===== config.mk =====
export PLATFORM = sky130hd
export DESIGN_NAME = store_buffer
export DESIGN_NICKNAME = d
export VERILOG_FILES = /design/src/rtl/store_buffer.sv
export SDC_FILE = /design/constraint.sdc
export NUM_CORES = 1
export LEC_CHECK = 0
export ABC_AREA = 1
export CAP_MARGIN = 20
export CELL_PAD_IN_SITES_DETAIL_PLACEMENT = 1
export CELL_PAD_IN_SITES_GLOBAL_PLACEMENT = 1
export CORE_ASPECT_RATIO = 1.5
export CORE_MARGIN = 5
export CORE_UTILIZATION = 35
export DETAILED_ROUTE_END_ITERATION = 16
export PLACE_DENSITY = 0.67
export SYNTH_ARGS = -nofsm -noshare
export SYNTH_HDL_FRONTEND = slang
export SYNTH_SLANG_ARGS = --single-unit

===== constraint.sdc =====
create_clock -name clk -period 4 [get_ports clk]
set_clock_uncertainty 0.1 [all_clocks]
set_input_delay 1 -clock clk [delete_from_list [all_inputs] [get_ports clk]]
set_output_delay 1 -clock clk [all_outputs]
set_load 0.1 [all_outputs]

===== src/rtl/store_buffer.sv =====
// Store buffer between the EX/MEM pipeline register and the single-port data
// memory. Stores are queued and retired in cycles where the MEM stage issues no
// request. Loads use the port immediately and are forwarded from the queue on an
// address match.
module store_buffer #(
    parameter int DEPTH  = 4,
    parameter int ADDR_W = 16,
    parameter int DATA_W = 16
) (
    input  logic                     clk,
    input  logic                     rst_n,
    input  logic                     req_valid,
    input  logic                     req_write,
    input  logic [ADDR_W-1:0]        req_addr,
    input  logic [DATA_W-1:0]        req_wdata,
    output logic                     req_ready,
    output logic                     ld_valid,
    output logic [DATA_W-1:0]        ld_data,
    input  logic                     drain_req,
    output logic                     mem_we,
    output logic                     mem_re,
    output logic [ADDR_W-1:0]        mem_addr,
    output logic [DATA_W-1:0]        mem_wdata,
    input  logic [DATA_W-1:0]        mem_rdata,
    output logic [$clog2(DEPTH):0]   count,
    output logic                     empty,
    output logic                     full
);

    localparam int PTR_W = $clog2(DEPTH);
    localparam int CNT_W = PTR_W + 1;

    logic [ADDR_W-1:0] entryAddr [DEPTH];
    logic [DATA_W-1:0] entryData [DEPTH];

    logic [PTR_W-1:0]  headPtr;
    logic [PTR_W-1:0]  tailPtr;
    logic [CNT_W-1:0]  occCount;

    logic              isEmpty;
    logic              isFull;
    logic              anyHit;
    logic [PTR_W-1:0]  hitIdx;
    logic [PTR_W-1:0]  slotOffset;
    logic              drainCycle;
    logic              reqReady;
    logic              storeAcc;
    logic              loadAcc;

    // Status is derived purely from the occupancy register, so it never
    // depends on the current request.
    assign isEmpty = (occCount == '0);
    assign isFull  = (occCount == CNT_W'(DEPTH));
    assign count   = occCount;
    assign empty   = isEmpty;
    assign full    = isFull;

    // A forced drain holds off new requests until the queue is empty, which
    // also keeps stores and retirements from ever sharing a cycle.
    assign reqReady   = !isFull && !(drain_req && !isEmpty);
    assign drainCycle = !isEmpty && (!req_valid || isFull || drain_req);
    assign storeAcc   = req_valid && req_write && reqReady;
    assign loadAcc    = req_valid && !req_write && reqReady;
    assign req_ready  = reqReady;

    // Find the occupied entry whose address equals the request address
    always_comb begin
        anyHit     = 1'b0;
        hitIdx     = '0;
        slotOffset = '0;
        for (int i = 0; i < DEPTH; i++) begin
            // Distance from head tells whether slot i currently holds a store.
            slotOffset = PTR_W'(i) - headPtr;
            if (({1'b0, slotOffset} < occCount) && (entryAddr[i] == req_addr)) begin
                anyHit = 1'b1;
                hitIdx = PTR_W'(i);
            end
        end
    end

    // Drive the memory port and the load result
    always_comb begin
        mem_we    = 1'b0;
        mem_re    = 1'b0;
        mem_addr  = '0;
        mem_wdata = '0;
        ld_valid  = 1'b0;
        ld_data   = '0;
        if (loadAcc) begin
            mem_re   = 1'b1;
            mem_addr = req_addr;
            ld_valid = 1'b1;
            ld_data  = anyHit ? entryData[hitIdx] : mem_rdata;
        end else if (drainCycle) begin
            mem_we    = 1'b1;
            mem_addr  = entryAddr[headPtr];
            mem_wdata = entryData[headPtr];
        end
    end

    // Advance pointers and occupancy on retirement or on a non-coalescing store
    always_ff @(posedge clk or negedge rst_n) begin
        if (!rst_n) begin
            headPtr  <= '0;
            tailPtr  <= '0;
            occCount <= '0;
        end else if (drainCycle) begin
            headPtr  <= headPtr + PTR_W'(1);
            occCount <= occCount - CNT_W'(1);
        end else if (storeAcc && !anyHit) begin
            tailPtr  <= tailPtr + PTR_W'(1);
            occCount <= occCount + CNT_W'(1);
        end
    end

    // Entry storage: coalesce into a matching entry, else append at tail
    always_ff @(posedge clk) begin
        if (storeAcc) begin
            if (anyHit) begin
                entryData[hitIdx] <= req_wdata;
            end else begin
                entryAddr[tailPtr] <= req_addr;
                entryData[tailPtr] <= req_wdata;
            end
        end
    end

endmodule


* Yosys cells after proc, flatten, opt, wreduce, memory -nomap -nowiden *
Memories as Yosys holds them, arrays and structs flattened.
Cells that the tools add are included.

storage, ports and cells
  flip-flop bits (word level) = 7
  latch bits = 0
  bits in writable memories = 128
  ROM bits = 0
  input port bits = 53
  output and inout bits = 57
  logic and storage cells = 74
  memories = 2

operators by class
  $add $sub $neg = 8
  $mul = 0
  divide/modulo/power cells = 0
  $lt $le $gt $ge = 4
  equal/unequal tests = 5
  shift-type cells = 0
  multiplexer cells = 27
  bitwise logic cells = 1
  reduce and logical (&&, ||, !) cells = 24

memory list
  memory     words  bits a word  read ports  clocked after Yosys merged registers in  write ports  RTL line  text
  entryAddr  4      16           5           0                                        1            33        logic [ADDR_W-1:0] entryAddr [DEPTH];
  entryData  4      16           2           0                                        1            34        logic [DATA_W-1:0] entryData [DEPTH];

operators by type and width
  operator                                          count
  2-to-1 mux 16 bit                                 7
  == test 16 bit                                    4
  OR reduction 16 bit                               1
  2-to-1 mux 1 bit                                  15
  logical AND 1 bit                                 12
  less-than comparator 2 x 3 -> 1 bit               4
  zero test 1 bit                                   6
  2-to-1 mux 2 bit                                  3
  2-to-1 mux 3 bit                                  2
  adder 2 x 1 -> 2 bit, second input constant       2
  subtractor 1 x 2 -> 2 bit, first input constant   2
  subtractor 2 bit, first input constant            2
  adder 3 x 1 -> 3 bit, second input constant       1
  == test 3 bit, second input constant              1
  zero test 3 bit                                   1
  subtractor 3 x 1 -> 3 bit, second input constant  1
  logical OR 1 bit                                  2
  AND reduction 2 bit                               1
  nonzero test 2 bit                                1
  inverter 1 bit                                    1

* Longest topological paths before layout *
Gate-level depths: netlist of run 1.

  word-level depth = 12
  gate-level depth with buffers = 17
  mapped depth without buffers = 16

* Worst setup path after synthesis of run 1 *
OpenSTA, ideal clock, no wires.

  path type = reg-to-output
  from = reg occCount[1] (netlist: count[1])
  to = out mem_addr[10]
  data arrival time = 5.964 ns
  required time = 2.900 ns
  setup slack = -3.064 ns
  stages on the path, launching flop included = 10
  path buffers = 1
  cell sequence = dfrtp_1 > inv_1 > nand2_1 > nor2_1 > or2_1 > nand2_1 > nor2_1 > inv_1 > clkbuf_1 > o21ai_0

on the way
  word-level cells in the longest chain between the ends = 7
  elaborated cells on any way between the ends = 13
  those cells by class = eq/ne (1); mux (2); reduce/logical (10)

RTL lines
  element                 RTL line  text
  from (decl)             38        logic [CNT_W-1:0] occCount;
  from (signal assigned)  109       occCount <= occCount - CNT_W'(1);
  from (signal assigned)  112       occCount <= occCount + CNT_W'(1);
  zero test 3 bit         52        assign isEmpty = (occCount == '0);
  named net empty         26        output logic empty,
  zero test 1 bit         60        assign reqReady = !isFull && !(drain_req && !isEmpty);
  logical AND 1 bit       60
  zero test 1 bit         60
  logical AND 1 bit       60
  named net req_ready     16        output logic req_ready,
  logical AND 1 bit       63        assign loadAcc = req_valid && !req_write && reqReady;
  2-to-1 mux 16 bit       89        if (loadAcc) begin
  to (decl)               22        output logic [ADDR_W-1:0] mem_addr,

The timed path passes the listed nets, and every way through them passes these cells.

* Worst setup path after layout of run 1 *
  from = in req_addr[14]
  to = out ld_data[15]

on the way
  word-level cells in the longest chain between the ends = 8
  elaborated cells on any way between the ends = 18
  those cells by class = eq/ne (4); mux (9); reduce/logical (4); memory (1)

RTL lines
  element                                                             RTL line  text
  from (decl)                                                         14        input logic [ADDR_W-1:0] req_addr,
  == test 16 bit                                                      74        if (({1'b0, slotOffset} < occCount) && (entryAddr[i] == req_addr)) begin
  logical AND 1 bit                                                   74
  2-to-1 mux 1 bit                                                    74
  2-to-1 mux 2 bit or 2-to-1 mux 1 bit (tied branches) (2 in series)  74
  memory (4 x 16 bit) or 2-to-1 mux 1 bit (tied branches)             n/a
  2-to-1 mux 16 bit *                                                 93        ld_data = anyHit ? entryData[hitIdx] : mem_rdata;
  2-to-1 mux 16 bit *                                                 89
  to (decl)                                                           18        output logic [DATA_W-1:0] ld_data,

Every way passes the cells marked *; elsewhere a longest branch is shown, timed or not.

==> results.json, run 1 <==
{
  "post_synthesis_cell_area_um2": 7740,
  "tot_pwr_mw": 9.44,
  "die_outline_area_um2": 25200,
  "status": "finished, final reports clean",
  "dieWidth_um": 131,
  "drv_slew": 0,
  "synth_fp_nets": 974,
  "core.rowCount": 66,
  "antenna_found_initial": 0,
  "setup_viol": 0,
  "worst-setup-path-type": "in2out",
  "max-cap-violations": 0,
  "routed_vias": 7433,
  "top_level_ports": 110,
  "core_um2": 21700,
  "grtUsageTotal_pct": 22.4,
  "synth_largest_type_area_fraction_pct": 49.7,
  "numCtsBuffers": 17,
  "netlist_instances": 912,
  "clock_slew_at_the_register_clock_pins_of_the_worst_setup_and_hold_paths_ps": 60,
  "area_used_by_sequential_logic_in_the_layout_um2": 4030,
  "synth_top_area_cell": "sky130_fd_sc_hd__edfxtp_1",
  "async_reset_ff_share_pct": 5.19,
  "grt_first_pass_wirelength_um": 44000,
  "worst_ir_drop_vdd_v": 0.000644,
  "worst_r2r_endpoint": "entryData[1][14]",
  "synth-edff-count": 128,
  "htreeDepth": 4,
  "routedWlPerCell_um": 20.1,
  "clk_latency_ps": 410,
  "initial_utilization_pct": 35.6,
  "postRouteAntennaNets": 0,
  "power_per_cell_area_nw_per_um2": 763,
  "synth_seq_area_share_pct": 51.9,
  "clock-root-buffer": "sky130_fd_sc_hd__clkbuf_16",
  "finalNetCount": 1210,
  "cts_sinks": 135,
  "hold-path-endpoint": "count[0]",
  "hold_path.startpoint": "count[0]",
  "final.hold.worst_slack_ps": 544,
  "flow.area_growth_from_synthesis_pct": 59.9,
  "cts_buffer_depth": 2,
  "tritoncts_clock_tree": "built",
  "min-delay-path-class": "reg2reg",
  "post_drt_via_cell_ratio": 5.19,
  "finalWirelength_um": 28700,
  "synth_commonest_cells": "284 x sky130_fd_sc_hd__nand2_1, 128 x sky130_fd_sc_hd__edfxtp_1, 96 x sky130_fd_sc_hd__inv_1, 69 x sky130_fd_sc_hd__nor2_1, 59 x sky130_fd_sc_hd__o22ai_1",
  "max_slew.worst_pin.slew_ps": 969,
  "area_used_by_multi_input_combinational_logic_um2": 4000,
  "hold_viol": 0,
  "drive_gt1_share_pct": 38.2,
  "post-dp-hpwl_um": 19900,
  "timing.final.crit_period_ps": 3940,
  "synthTopCellsByArea": "sky130_fd_sc_hd__edfxtp_1 50%, sky130_fd_sc_hd__nand2_1 14%, sky130_fd_sc_hd__o22ai_1 4.8%",
  "floorplan.die.height_um": 192,
  "worst_hold_path.num_cells": 2,
  "drt_drc_violations_left": 0,
  "grt_pass1_vias": 8286,
  "endpoint_kind": "output port",
  "r2r-start": "headPtr[1]",
  "worst_ep_arrival_time_ps": 2840,
  "drt-pass1-iter-count": 4,
  "overflow_left_after_global_routing": 0,
  "yosys_warnings": 0,
  "synth_most_common_cell": "sky130_fd_sc_hd__nand2_1",
  "count_of_hold_fix_buffers_inserted_at_cts": 0,
  "path_max_fanout": 7,
  "rsz_0062_raised_after_global_routing": "true",
  "antenna-diode-count": 0,
  "filler_cell_count": 2383,
  "synth_cell_types": 38,
  "critPathRequiredTime_ps": 2900,
  "routabilityCongestion": 0.870,
  "postSynth.topFlopCell": "sky130_fd_sc_hd__edfxtp_1",
  "pin_count_of_the_biggest_net_entering_global_routing": 31,
  "regToRegSetupSlack_ps": 950,
  "timing.final.crit_share_pct": 98.6,
  "port_buffers": 109,
  "achievable-frequency_ghz": 0.254,
  "synth.ff_latch_count": 135,
  "drt_first_iter_violations": 260,
  "synthesis.area_per_instance_um2": 8.49,
  "power.static_leakage_nw": 5.21,
  "rr_worst_depth": 16,
  "worst_setup_path_start_kind": "input port",
  "slew_headroom_pct": 35.2
}
-- cell type report --
| type | count | share of cell area [%] |
|---|---|---|
| repair buffers | 251 | 23.7 |
| well taps | 272 | 2.75 |
| inverters | 119 | 3.85 |
| multi-input cells | 624 | 32.3 |
| clock buffers | 17 | 3.44 |
| clock inverters | 15 | 1.37 |
| flip-flops and latches | 135 | 32.6 |
-- worst max path at each step --
stage                  end         start  depth (start not counted)  slack (ps)
2_1_floorplan  ld_data[10]      count[1]                         10        -110
3_3_place_gp    ld_data[1]  req_addr[10]                         14        -460
3_5_place_dp    ld_data[1]   req_addr[3]                         16        -500
4_1_cts         ld_data[1]    headPtr[1]                         18           3
5_1_grt         ld_data[5]    headPtr[1]                         16         -30
6_report       ld_data[15]  req_addr[14]                         15          60
-- power by group --
part	internal (mW)	switching, mW	total (mW)
combinational	2.04	4.03	6.07
clock	0.934	0.653	1.59
sequential	1.68	0.101	1.78
total	4.65	4.78	9.44
-- registers in the layout, indices dropped and copies added, names as in the netlist --
signal	flops
entryData	64
count	3
tailPtr	2
headPtr	2
entryAddr	64
-- worst max-delay path: stages --
cell,delay [ps]
sky130_fd_sc_hd__buf_4,130
sky130_fd_sc_hd__buf_6,120
sky130_fd_sc_hd__nand2_1,60
sky130_fd_sc_hd__nand2_1,70
sky130_fd_sc_hd__nor2_1,110
sky130_fd_sc_hd__nand2_1,110
sky130_fd_sc_hd__nor2_2,140
sky130_fd_sc_hd__nand3_4,150
sky130_fd_sc_hd__nand2_8,160
sky130_fd_sc_hd__buf_8,140
sky130_fd_sc_hd__nand3_2,110
sky130_fd_sc_hd__nand2_4,120
sky130_fd_sc_hd__nand2_4,60
sky130_fd_sc_hd__a21oi_4,170
sky130_fd_sc_hd__buf_12,190
-- stage by stage --
stage	TNS, ps	instances	instance area, um2	utilization, %	setup slack (ps)
6_report	0	1433	12400	57.0	55.9
2_1_floorplan	-1370	912	8270	-	-108
3_5_place_dp	-7410	1372	11000	50.6	-498
5_1_grt	-306	1433	12400	57.0	-33.8
3_3_place_gp	-6430	1372	11000	50.6	-457
4_1_cts	0	1427	12100	55.7	2.69
-- cell usage in the layout (no fill, tap or decap), types with 9 or more instances in the layout --
cell type | netlist | layout
sky130_fd_sc_hd__a21oi_4 | 0 | 12
sky130_fd_sc_hd__o21ai_4 | 0 | 13
sky130_fd_sc_hd__o21ai_2 | 0 | 12
sky130_fd_sc_hd__buf_12 | 1 | 69
sky130_fd_sc_hd__nor2_1 | 69 | 42
sky130_fd_sc_hd__edfxtp_1 | 128 | 128
sky130_fd_sc_hd__nor2_4 | 3 | 16
sky130_fd_sc_hd__clkdlybuf4s50_1 | 0 | 38
sky130_fd_sc_hd__buf_4 | 7 | 108
sky130_fd_sc_hd__buf_2 | 3 | 10
sky130_fd_sc_hd__nand2_1 | 284 | 248
sky130_fd_sc_hd__inv_2 | 19 | 16
sky130_fd_sc_hd__nor2_2 | 3 | 17
sky130_fd_sc_hd__buf_6 | 2 | 17
sky130_fd_sc_hd__nand2_2 | 9 | 39
sky130_fd_sc_hd__inv_1 | 96 | 93
sky130_fd_sc_hd__o22ai_1 | 59 | 59
sky130_fd_sc_hd__nor3_2 | 0 | 11
sky130_fd_sc_hd__nand2_4 | 6 | 9
sky130_fd_sc_hd__nor3_4 | 0 | 9
sky130_fd_sc_hd__nand3_1 | 37 | 31
sky130_fd_sc_hd__o21ai_0 | 46 | 27
sky130_fd_sc_hd__clkbuf_16 | 0 | 17
-- routing by layer --
layer | part of all wire, % | track usage (%) | vias up
met2 | 58 | 45.4 | 177
met1 | 35 | 22.1 | 3698
met5 | 0 | 0 | -
met3 | 4.3 | 4.74 | 52
li1 | - | - | 3506
met4 | 2.9 | 7.60 | 0
-- cells by family (layout without fill, tap and decap cells) --
family	after synthesis	after routing	synth area share (%)
AND/OR/NAND/NOR	452	453	25.2
buffers and inverters	154	402	8.29
XOR/XNOR	18	18	2.23
AO/OA/AOI/OAI	144	144	10.8
adder cells (fa/ha/maj)	9	9	1.55
flip-flops	135	135	51.9
-- what timing repair did --
| action | in CTS | in global routing |
|---|---|---|
| gates cloned | 2 | 0 |
| buffers inserted | 22 | 9 |
| setup endpoints to repair | 16 | 16 |
| resized for setup | 130 | 82 |
| pin swaps | 43 | 62 |
(Power assumes the default switching activity.)
==> run 2, diff against run 1 <==
- GPL_TIMING_DRIVEN: default -> 0
==> run 2 against run 1 <==
Register-to-register slack got worse by 470 ps; combinational power decreased by 11%; worst hold slack improved by 3.1 ps; cell area decreased by 6.3%; clock-buffer cell count increased by 3; critical endpoint is now ld_data[5]; maximum frequency decreased by 0.83%; die area unchanged; setup slack got worse by 33 ps; first-iteration DRC count decreased by 6.9%; critical path type is now reg2out.
==> results.json, run 2 (synthesis results as in run 1) <==
{
  "status": "finished, final reports clean",
  "critPathRequiredTime_ps": 2900,
  "hold_viol": 0,
  "totalNegativeSetupSlack_ps": 0,
  "worst_r2r_endpoint": "entryData[1][2]",
  "antenna_found_initial": 0,
  "r2r-start": "headPtr[1]",
  "flow.area_growth_from_synthesis_pct": 49.9,
  "rsz_0062_raised_after_global_routing": "true",
  "core_um2": 21700,
  "grt_pass1_vias": 7786,
  "dieWidth_um": 131,
  "postRouteAntennaNets": 0,
  "finalNetCount": 1157,
  "worst-setup-path-type": "reg2out",
  "hold_path.startpoint": "count[0]",
  "worst_hold_path.num_cells": 2,
  "hold-path-endpoint": "count[0]",
  "drv_slew": 0,
  "endpoint_kind": "output port",
  "setup_viol": 0,
  "slew_headroom_pct": 35.2,
  "cts_buffer_depth": 2,
  "tritoncts_clock_tree": "built",
  "critical-path-max-stage-delay_ps": 480,
  "critical_path_buf_inv_count": 6,
  "worst_setup_path_start_kind": "register",
  "fin_util_pct": 53.4,
  "min-delay-path-class": "reg2reg",
  "worstPathCellList": "clkinv_4 -> ha_4 -> nor2_2 -> nand2_1 -> nand2_2 -> inv_2 -> nand3_4 -> nor2_8 -> buf_12 -> nor2_4 -> nand2_8 -> buf_12 -> buf_12 -> a21oi_4 -> buf_12",
  "critical_path.top_delay_family": "buffers and inverters",
  "worst_ep_arrival_time_ps": 2880,
  "rr_worst_depth": 16,
  "tot_pwr_mw": 8.68,
  "regToRegSetupSlack_ps": 480,
  "drt-pass1-iter-count": 7,
  "htreeDepth": 4,
  "power.static_leakage_nw": 4.77,
  "routed_vias": 7153,
  "power_per_cell_area_nw_per_um2": 748,
  "drt_first_iter_violations": 242,
  "finalWirelength_um": 29000,
  "final.hold.worst_slack_ps": 547,
  "max_slew.worst_pin.slew_ps": 969,
  "routabilityCongestion": 0.837,
  "clock_slew_at_the_register_clock_pins_of_the_worst_setup_and_hold_paths_ps": 60,
  "final_common_cell": "sky130_fd_sc_hd__nand2_1",
  "timing.final.crit_share_pct": 99.4,
  "layout.cells.most_common_list": "259 x sky130_fd_sc_hd__nand2_1, 128 x sky130_fd_sc_hd__edfxtp_1, 90 x sky130_fd_sc_hd__inv_1, 64 x sky130_fd_sc_hd__buf_4, 59 x sky130_fd_sc_hd__o22ai_1",
  "cts_sinks": 135,
  "drt_drc_violations_left": 0,
  "core.rowCount": 66,
  "max-cap-violations": 0,
  "grt_first_pass_wirelength_um": 43500,
  "achievable-frequency_ghz": 0.251,
  "timing.final.crit_period_ps": 3980,
  "worst_ir_drop_vdd_v": 0.000743,
  "pin_count_of_the_biggest_net_entering_global_routing": 20,
  "drive_gt1_share_pct": 33.4,
  "post_drt_via_cell_ratio": 5.19,
  "clk_latency_ps": 440,
  "routedWlPerCell_um": 21.0,
  "die_outline_area_um2": 25200,
  "antenna-diode-count": 0,
  "timing.critical_path.slowest_stage_cell": "sky130_fd_sc_hd__dfrtp_2",
  "timing.critical_path.mode_cell": "sky130_fd_sc_hd__buf_12",
  "grtUsageTotal_pct": 22.5,
  "numCtsBuffers": 17,
  "post-dp-hpwl_um": 20200,
  "port_buffers": 109,
  "clock-root-buffer": "sky130_fd_sc_hd__clkbuf_16",
  "overflow_left_after_global_routing": 0,
  "initial_utilization_pct": 35.6,
  "floorplan.die.height_um": 192,
  "top_level_ports": 110,
  "path_max_fanout": 7
}
run 2: changes by cell type in the layout (fill, tap and decap cells not counted), moves of 7 or more:
cell / previous run / this run
sky130_fd_sc_hd__buf_12: 69 / 28
sky130_fd_sc_hd__buf_4: 108 / 64
sky130_fd_sc_hd__buf_8: 4 / 11
sky130_fd_sc_hd__clkbuf_1: 0 / 11
sky130_fd_sc_hd__clkbuf_4: 1 / 8
sky130_fd_sc_hd__inv_2: 16 / 7
sky130_fd_sc_hd__inv_4: 7 / 16
sky130_fd_sc_hd__nand2_1: 248 / 259
sky130_fd_sc_hd__nand2_2: 39 / 26
run 2: area by class of cell:
class	instances	area (um2)
buffer	30	300
clock buffer	20	437
clock inverter	11	109
fill	2444	10100
inverter	119	528
multi-input combinational	623	4010
sequential	135	4030
tap	272	340
timing repair buffer	169	1840
run 2: worst reg2reg max path: stages, from the launching register on:
cell	delay, ps
sky130_fd_sc_hd__dfrtp_2	480
sky130_fd_sc_hd__clkinv_4	130
sky130_fd_sc_hd__ha_4	300
sky130_fd_sc_hd__nor2_2	40
sky130_fd_sc_hd__nand2_1	100
sky130_fd_sc_hd__nand2_2	100
sky130_fd_sc_hd__inv_2	80
sky130_fd_sc_hd__nand3_4	100
sky130_fd_sc_hd__nor2_8	160
sky130_fd_sc_hd__buf_12	120
sky130_fd_sc_hd__nor2_4	50
sky130_fd_sc_hd__buf_4	130
sky130_fd_sc_hd__buf_4	120
sky130_fd_sc_hd__a31oi_1	320
sky130_fd_sc_hd__inv_1	150
sky130_fd_sc_hd__nor2_2	520
sky130_fd_sc_hd__buf_8	240
run 2: metal layers:
layer | vias up | wire length (um) | track usage [%]
met5 | - | 0 | 0
met4 | 0 | 599 | 8.87
met3 | 35 | 1030 | 4.01
met2 | 157 | 16800 | 45.2
met1 | 3551 | 10500 | 22.6
li1 | 3410 | - | -
run 2: how the worst max path moves through the flow:
stage	startpoint	endpoint	slack, ps	depth (start not counted)
2_1_floorplan	count[1]	ld_data[10]	-110	10
3_3_place_gp	req_addr[5]	ld_data[8]	-1750	15
3_5_place_dp	req_addr[5]	ld_data[8]	-1760	15
4_1_cts	req_valid	mem_wdata[10]	-50	6
5_1_grt	headPtr[1]	ld_data[5]	-50	15
6_report	headPtr[1]	ld_data[5]	20	15
run 2: what timing repair did:
action	4_1_cts	5_1_grt
pin swaps	29	30
buffers inserted	35	15
resized for setup	541	95
cloned	2	0
endpoints found under the hold margin	0	0
endpoints found under the setup margin	90	50
hold buffers	0	0
run 2: through the flow:
stage / cell area (um2) / instances / setup slack, ps
2_1_floorplan: 8270 / 912 / -108
3_3_place_gp: 9710 / 1293 / -1750
3_5_place_dp: 9870 / 1301 / -1760
4_1_cts: 11200 / 1366 / -50.7
5_1_grt: 11600 / 1379 / -48.1
6_report: 11600 / 1379 / 23.0
run 2: power breakdown:
part           internal, mW  total, mW  switching [mW]
logic                  1.40       5.38            3.98
clock network         0.903       1.50           0.600
registers              1.68       1.80           0.116
==> run 3, diff against run 2 <==
- CELL_PAD_IN_SITES_DETAIL_PLACEMENT: 1 -> default
- CELL_PAD_IN_SITES_GLOBAL_PLACEMENT: 1 -> default
- PLACE_DENSITY: 0.67 -> 0.52
==> run 3 against run 2 <==
Worst hold slack got worse by 0.94 ps; sequential share of layout area fell by 0.075 points; cell count rose by 0.15%; first-iteration DRC count rose by 90%; highest routed layer unchanged.
==> results.json, run 3 (synthesis results as in run 1) <==
{
  "count_of_hold_fix_buffers_inserted_at_cts": 0,
  "cts_sinks": 135,
  "grt_first_pass_wirelength_um": 40300,
  "power.share.clock_pct": 16.5,
  "power_switching_mw": 4.56,
  "timing.final.crit_share_pct": 98.4,
  "port_buffers": 109,
  "power.share.switching_pct": 53.9,
  "grt_pass1_vias": 7211,
  "flow.area_growth_from_synthesis_pct": 50.2,
  "totalNegativeSetupSlack_ps": 0,
  "floorplan.die.height_um": 192,
  "setup_viol": 0,
  "htreeDepth": 4,
  "finalWirelength_um": 26500,
  "worst-setup-path-type": "in2out",
  "power_per_cell_area_nw_per_um2": 728,
  "clk_latency_ps": 430,
  "routed_vias": 6942,
  "numCtsBuffers": 17,
  "drv_slew": 0,
  "worst_ir_drop_vdd_v": 0.000474,
  "clock_slew_at_the_register_clock_pins_of_the_worst_setup_and_hold_paths_ps": 50,
  "final_common_cell": "sky130_fd_sc_hd__nand2_1",
  "overflow_left_after_global_routing": 0,
  "dieWidth_um": 131,
  "hold_viol": 0,
  "timing.final.crit_period_ps": 3940,
  "intPower_mw": 3.90,
  "finalNetCount": 1158,
  "cts_buffer_depth": 2,
  "post-dp-hpwl_um": 18800,
  "die_outline_area_um2": 25200,
  "worst_setup_path_start_kind": "input port",
  "status": "finished, final reports clean",
  "endpoint_kind": "output port",
  "critPathRequiredTime_ps": 2900,
  "pin_count_of_the_biggest_net_entering_global_routing": 17,
  "worst_ep_arrival_time_ps": 2840,
  "routabilityCongestion": 0.856,
  "layout.cells.most_common_list": "251 x sky130_fd_sc_hd__nand2_1, 128 x sky130_fd_sc_hd__edfxtp_1, 91 x sky130_fd_sc_hd__inv_1, 62 x sky130_fd_sc_hd__buf_4, 59 x sky130_fd_sc_hd__o22ai_1",
  "initial_utilization_pct": 35.6,
  "drt_first_iter_violations": 460,
  "fin_util_pct": 53.5,
  "post_drt_via_cell_ratio": 5.03,
  "power.static_leakage_nw": 4.77,
  "antenna_found_initial": 0,
  "slew_headroom_pct": 30.3,
  "antenna-diode-count": 0,
  "core.rowCount": 66,
  "core_um2": 21700,
  "achievable-frequency_ghz": 0.254,
  "drive_gt1_share_pct": 33.9,
  "power_frac_comb_pct": 62.4,
  "drt_drc_violations_left": 0,
  "drt-pass1-iter-count": 4,
  "min-delay-path-class": "reg2reg",
  "grtUsageTotal_pct": 21.0,
  "relative_contribution_of_sequential_cells_to_total_power_pct": 21.1,
  "routedWlPerCell_um": 19.2,
  "max_slew.worst_pin.slew_ps": 1040,
  "clock-root-buffer": "sky130_fd_sc_hd__clkbuf_16",
  "max-cap-violations": 0,
  "path_max_fanout": 10,
  "postRouteAntennaNets": 0,
  "top_level_ports": 110,
  "tritoncts_clock_tree": "built"
}
[run 3: cell types whose count changed in the layout (fill, tap and decap cells not counted), sizes merged]
cell	before	now
buf	134	133
bufbuf	0	1
bufinv	2	0
clkbuf	41	51
clkdlybuf4s15	1	0
clkdlybuf4s18	1	0
clkinv	12	9
inv	115	114
[run 3: metrics by stage]
step           area [um2]  setup slack, ps  cells  hold slack (ps)  power [mW]
4_1_cts             11200            -5.50   1375              546        8.22
3_3_place_gp         9710            -1680   1293              496        6.69
3_5_place_dp         9880            -1700   1301              503        6.73
2_1_floorplan        8270             -108    912              459        5.48
5_1_grt             11600            -56.4   1381              560        8.81
6_report            11600             63.3   1381              547        8.46
[run 3: final timing paths]
check	depth (start not counted)	slack [ps]	from	endpoint
max	7	60	req_valid	mem_wdata[11]
min	2	550	count[0]	count[0]
max reg2reg	17	590	headPtr[1]	entryData[1][15]
min reg2reg	2	550	count[0]	count[0]
max in group asynchronous	1	2750	rst_n	count[2]
min in group asynchronous	1	750	rst_n	tailPtr[0]
[run 3: timing repair]
action                                  CTS  global route
endpoints found under the hold margin     0             0
resized for setup                       540           113
endpoints found under the setup margin   81            38
setup buffers                            38             9
cloned                                    4             1
pin swaps                                26            47
[run 3: final cells by class]
cell class / count / area [um2]
Buffer: 31 / 299
Clock buffer: 28 / 497
Clock inverter: 4 / 22.5
Fill cell: 1969 / 10100
Inverter: 119 / 528
Multi-Input combinational cell: 623 / 4010
Sequential cell: 135 / 4030
Tap cell: 272 / 340
Timing Repair Buffer: 168 / 1890
Timing Repair inverter: 1 / 5.00
[run 3: routing by layer]
layer	track usage (%)	part of all wire, %
met1	21.9	38
met2	39.5	54
met3	5.14	4.9
met4	9.86	3.4
met5	0	0
[run 3: critical path, stage by stage]
cell,delay (ps)
sky130_fd_sc_hd__clkdlybuf4s50_1,530
sky130_fd_sc_hd__a21oi_4,270
sky130_fd_sc_hd__clkinv_2,80
sky130_fd_sc_hd__buf_4,150
sky130_fd_sc_hd__clkbuf_4,290
sky130_fd_sc_hd__nor3_4,190
sky130_fd_sc_hd__buf_4,320
[run 3: power groups by stage]
| stage | Combinational (mW) | Sequential [mW] | Clock [mW] |
|---|---|---|---|
| floorplan | 3.59 | 1.89 | 0 |
| global placement | 4.89 | 1.80 | 0 |
| detailed placement | 4.93 | 1.80 | 0 |
| CTS | 5.01 | 1.78 | 1.42 |
| global route | 5.52 | 1.80 | 1.49 |
| finish | 5.28 | 1.79 | 1.40 |
==> patch, RTL diff (flow settings as in run 1) <==
Change the parameter `ADDR_W` from 16 to 18.
--- a/src/rtl/store_buffer.sv
+++ b/src/rtl/store_buffer.sv
@@ -4,7 +4,7 @@
 // address match.
 module store_buffer #(
     parameter int DEPTH  = 4,
-    parameter int ADDR_W = 16,
+    parameter int ADDR_W = 18,
     parameter int DATA_W = 16
 ) (
     input  logic                     clk,
Interface: changed (resized mem_addr and req_addr); port bits go from 110 to 114. The function was not compared with the original's and may differ.
==> patch against run 1 <==
Area after synthesis increased by 1.1%; total power increased by 1.7%; setup slack improved by 0.0055 ns; final cell count decreased by 4.5%; fmax increased by 0.14%; wire length increased by 0.29%; non-clock buffer count decreased by 25; clock power increased by 8%; design area decreased by 0.74%; sequential cell count increased by 8; largest power group unchanged; die area increased by 1.0%; register-to-register slack improved by 0.12 ns; critical path depth unchanged.
==> patch: results (changes against run 1) <==
Run status
  – Outcome: completed (unchanged)

Place
  – GPL Wtd Cong: 0.789 (was 0.870)
  – Setup Slack @ Placement: -0.534 ns (was -0.498 ns)
  – Port bufs: 113 (was 109)
  – DP HPWL: 19400 um (was 19900 um)

Clocking
  – # H-tree levels: 4 (unchanged)
  – Max Buffers Root-to-Sink: 2 (unchanged)
  – Worst skew pair latency: 0.43 ns (was 0.41 ns)

GRT
  – Number of global-route vias before repair: 8153 (was 8286)
  – Tot GR Track Use: 22.4% (about the same)
  – Global-route wire length before repair: 43800 um (was 44000 um)

Synth
  – Synth warn: 0 (unchanged)
  – Most frequent cells after synthesis: nand2_1 (202), edfxtp_1 (136), nor2_1 (92) (was nand2_1 (284), edfxtp_1 (128), inv_1 (96))
  – Post-Synth XOR/XNOR Area: 4.37% (was 2.23%)
  – Distinct cells, synth: 33 (was 38)
  – Primary FF master, synth: edfxtp_1 (unchanged)
  – Post-Synth Adder-Cell Area: 1.54% (was 1.55%)
  – Syn Nets: 937 (was 974)
  – Post-synth EDFFs: 136 (was 128)
  – Sequential cell area fraction in the yosys report: 54.4% (was 51.9%)
  – Compound-Gate Fraction of Synth Area: 11.2% (was 10.8%)
  – Synth top area share: 52.2% (was 49.7%)
  – Post-synth ARST share: 4.90% (was 5.19%)
  – Area contributors post-synth: edfxtp_1 (52%), nand2_1 (9.7%), nor2_1 (4.4%) (was edfxtp_1 (50%), nand2_1 (14%), o22ai_1 (4.8%))

Worst hold path
  – Worst Hold Class: reg2reg (unchanged)

Final layout
  – Fraction of layout cells with a size suffix above 1: 36.7% (was 38.2%)
  – Final nets: 1143 (was 1210)
  – Largest register FFs: 72

Critical path
  – Slowest stage delay, CP: 0.18 ns
  – Crit path max-delay family: simple AND/OR/NAND/NOR gates (unchanged)
  – Crit Path Max Fanout: 6 (was 7)
  – CP Data Arrival Time: 2.84 ns (about the same)
  – R2R Path Start: headPtr[0]$_DFFE_PN0P_ (was headPtr[1]$_DFFE_PN0P_)
  – CP Launch Point: req_addr[15] (was req_addr[14])

STA
  – Worst slew margin: 35.5% (was 35.2%)

Power
  – Worst vdd ir: 0.656 mV (was 0.644 mV)
  – Leakage power: 4.95 nW (was 5.21 nW)

Route
  – Starting DRC count in detailed routing: 326 (was 260)
  – Routed len/inst: 21.1 um (was 20.1 um)
  – Vias: 7186 (was 7433)
## patch: changes by cell type after synthesis, moves of 6 or more
cell | run 1 | this run
o21ai_1 | 11 | 5
a21oi_1 | 17 | 32
xnor2_1 | 12 | 0
xor2_1 | 4 | 39
nor3_1 | 28 | 17
nor2_1 | 69 | 92
o21ai_0 | 46 | 68
edfxtp_1 | 128 | 136
buf_2 | 3 | 9
o22ai_1 | 59 | 49
nand2_1 | 284 | 202
## patch: path summary, 6_finish.rpt
check                                            end  cells past startpoint  slack (ns)
setup / recovery                          ld_data[4]                     15        0.06
hold / removal                  count[0]$_DFFE_PN0P_                      1        0.51
min in group asynchronous     headPtr[1]$_DFFE_PN0P_                      1        0.78
setup reg to reg           entryAddr[0][2]$_DFFE_PP_                     17        1.07
hold reg to reg                 count[0]$_DFFE_PN0P_                      1        0.51
max in group asynchronous       count[0]$_DFFE_PN0P_                      1        2.67
## patch: through the flow
| stage | std cells | area (um^2) |
|---|---|---|
| 2_1_floorplan | 873 | 8360 |
| 3_3_place_gp | 1320 | 11100 |
| 3_5_place_dp | 1320 | 11100 |
| 4_1_cts | 1365 | 11900 |
| 5_1_grt | 1368 | 12300 |
| 6_report | 1368 | 12300 |
## patch: per-layer routing
layer	track usage, %	up-vias	wire, um	part of all wire (%)
met5	0	-	0	0
met4	9.82	0	1140	3.9
met3	4.72	86	1370	4.7
met2	44.1	229	16100	56
met1	22.5	3548	10200	35
li1	-	3323	-	-
## patch: timing repair
action	in CTS	in global routing
resized for setup	130	109
endpoints found under the setup margin	16	20
buffers inserted	12	6
pin swaps	41	66
cloned	1	0
## patch: final cells by class
type | instances | area (um^2)
Fill cell | 2401 | 9930
Clock buffer | 22 | 474
Multi-Input combinational cell | 582 | 3810
Timing Repair Buffer | 226 | 2800
Inverter | 109 | 420
Sequential cell | 143 | 4270
Clock inverter | 10 | 159
Tap cell | 276 | 345
## patch: logic make-up (layout without fill, tap and decap cells)
kind of cell               Yosys count  count (layout)
adders and majority gates            9               9
AOI/OAI and AO/OA                  159             159
and+or+nand+nor                    375             375
xor gates and xnor gates            39              39
DFF                                143             143
buffers and inverters              148             367
## patch: where the power goes
group / switching (mW) / internal (mW)
Combinational: 4.04 / 1.96
Clock: 0.626 / 1.09
Sequential: 0.104 / 1.78
Total: 4.78 / 4.82
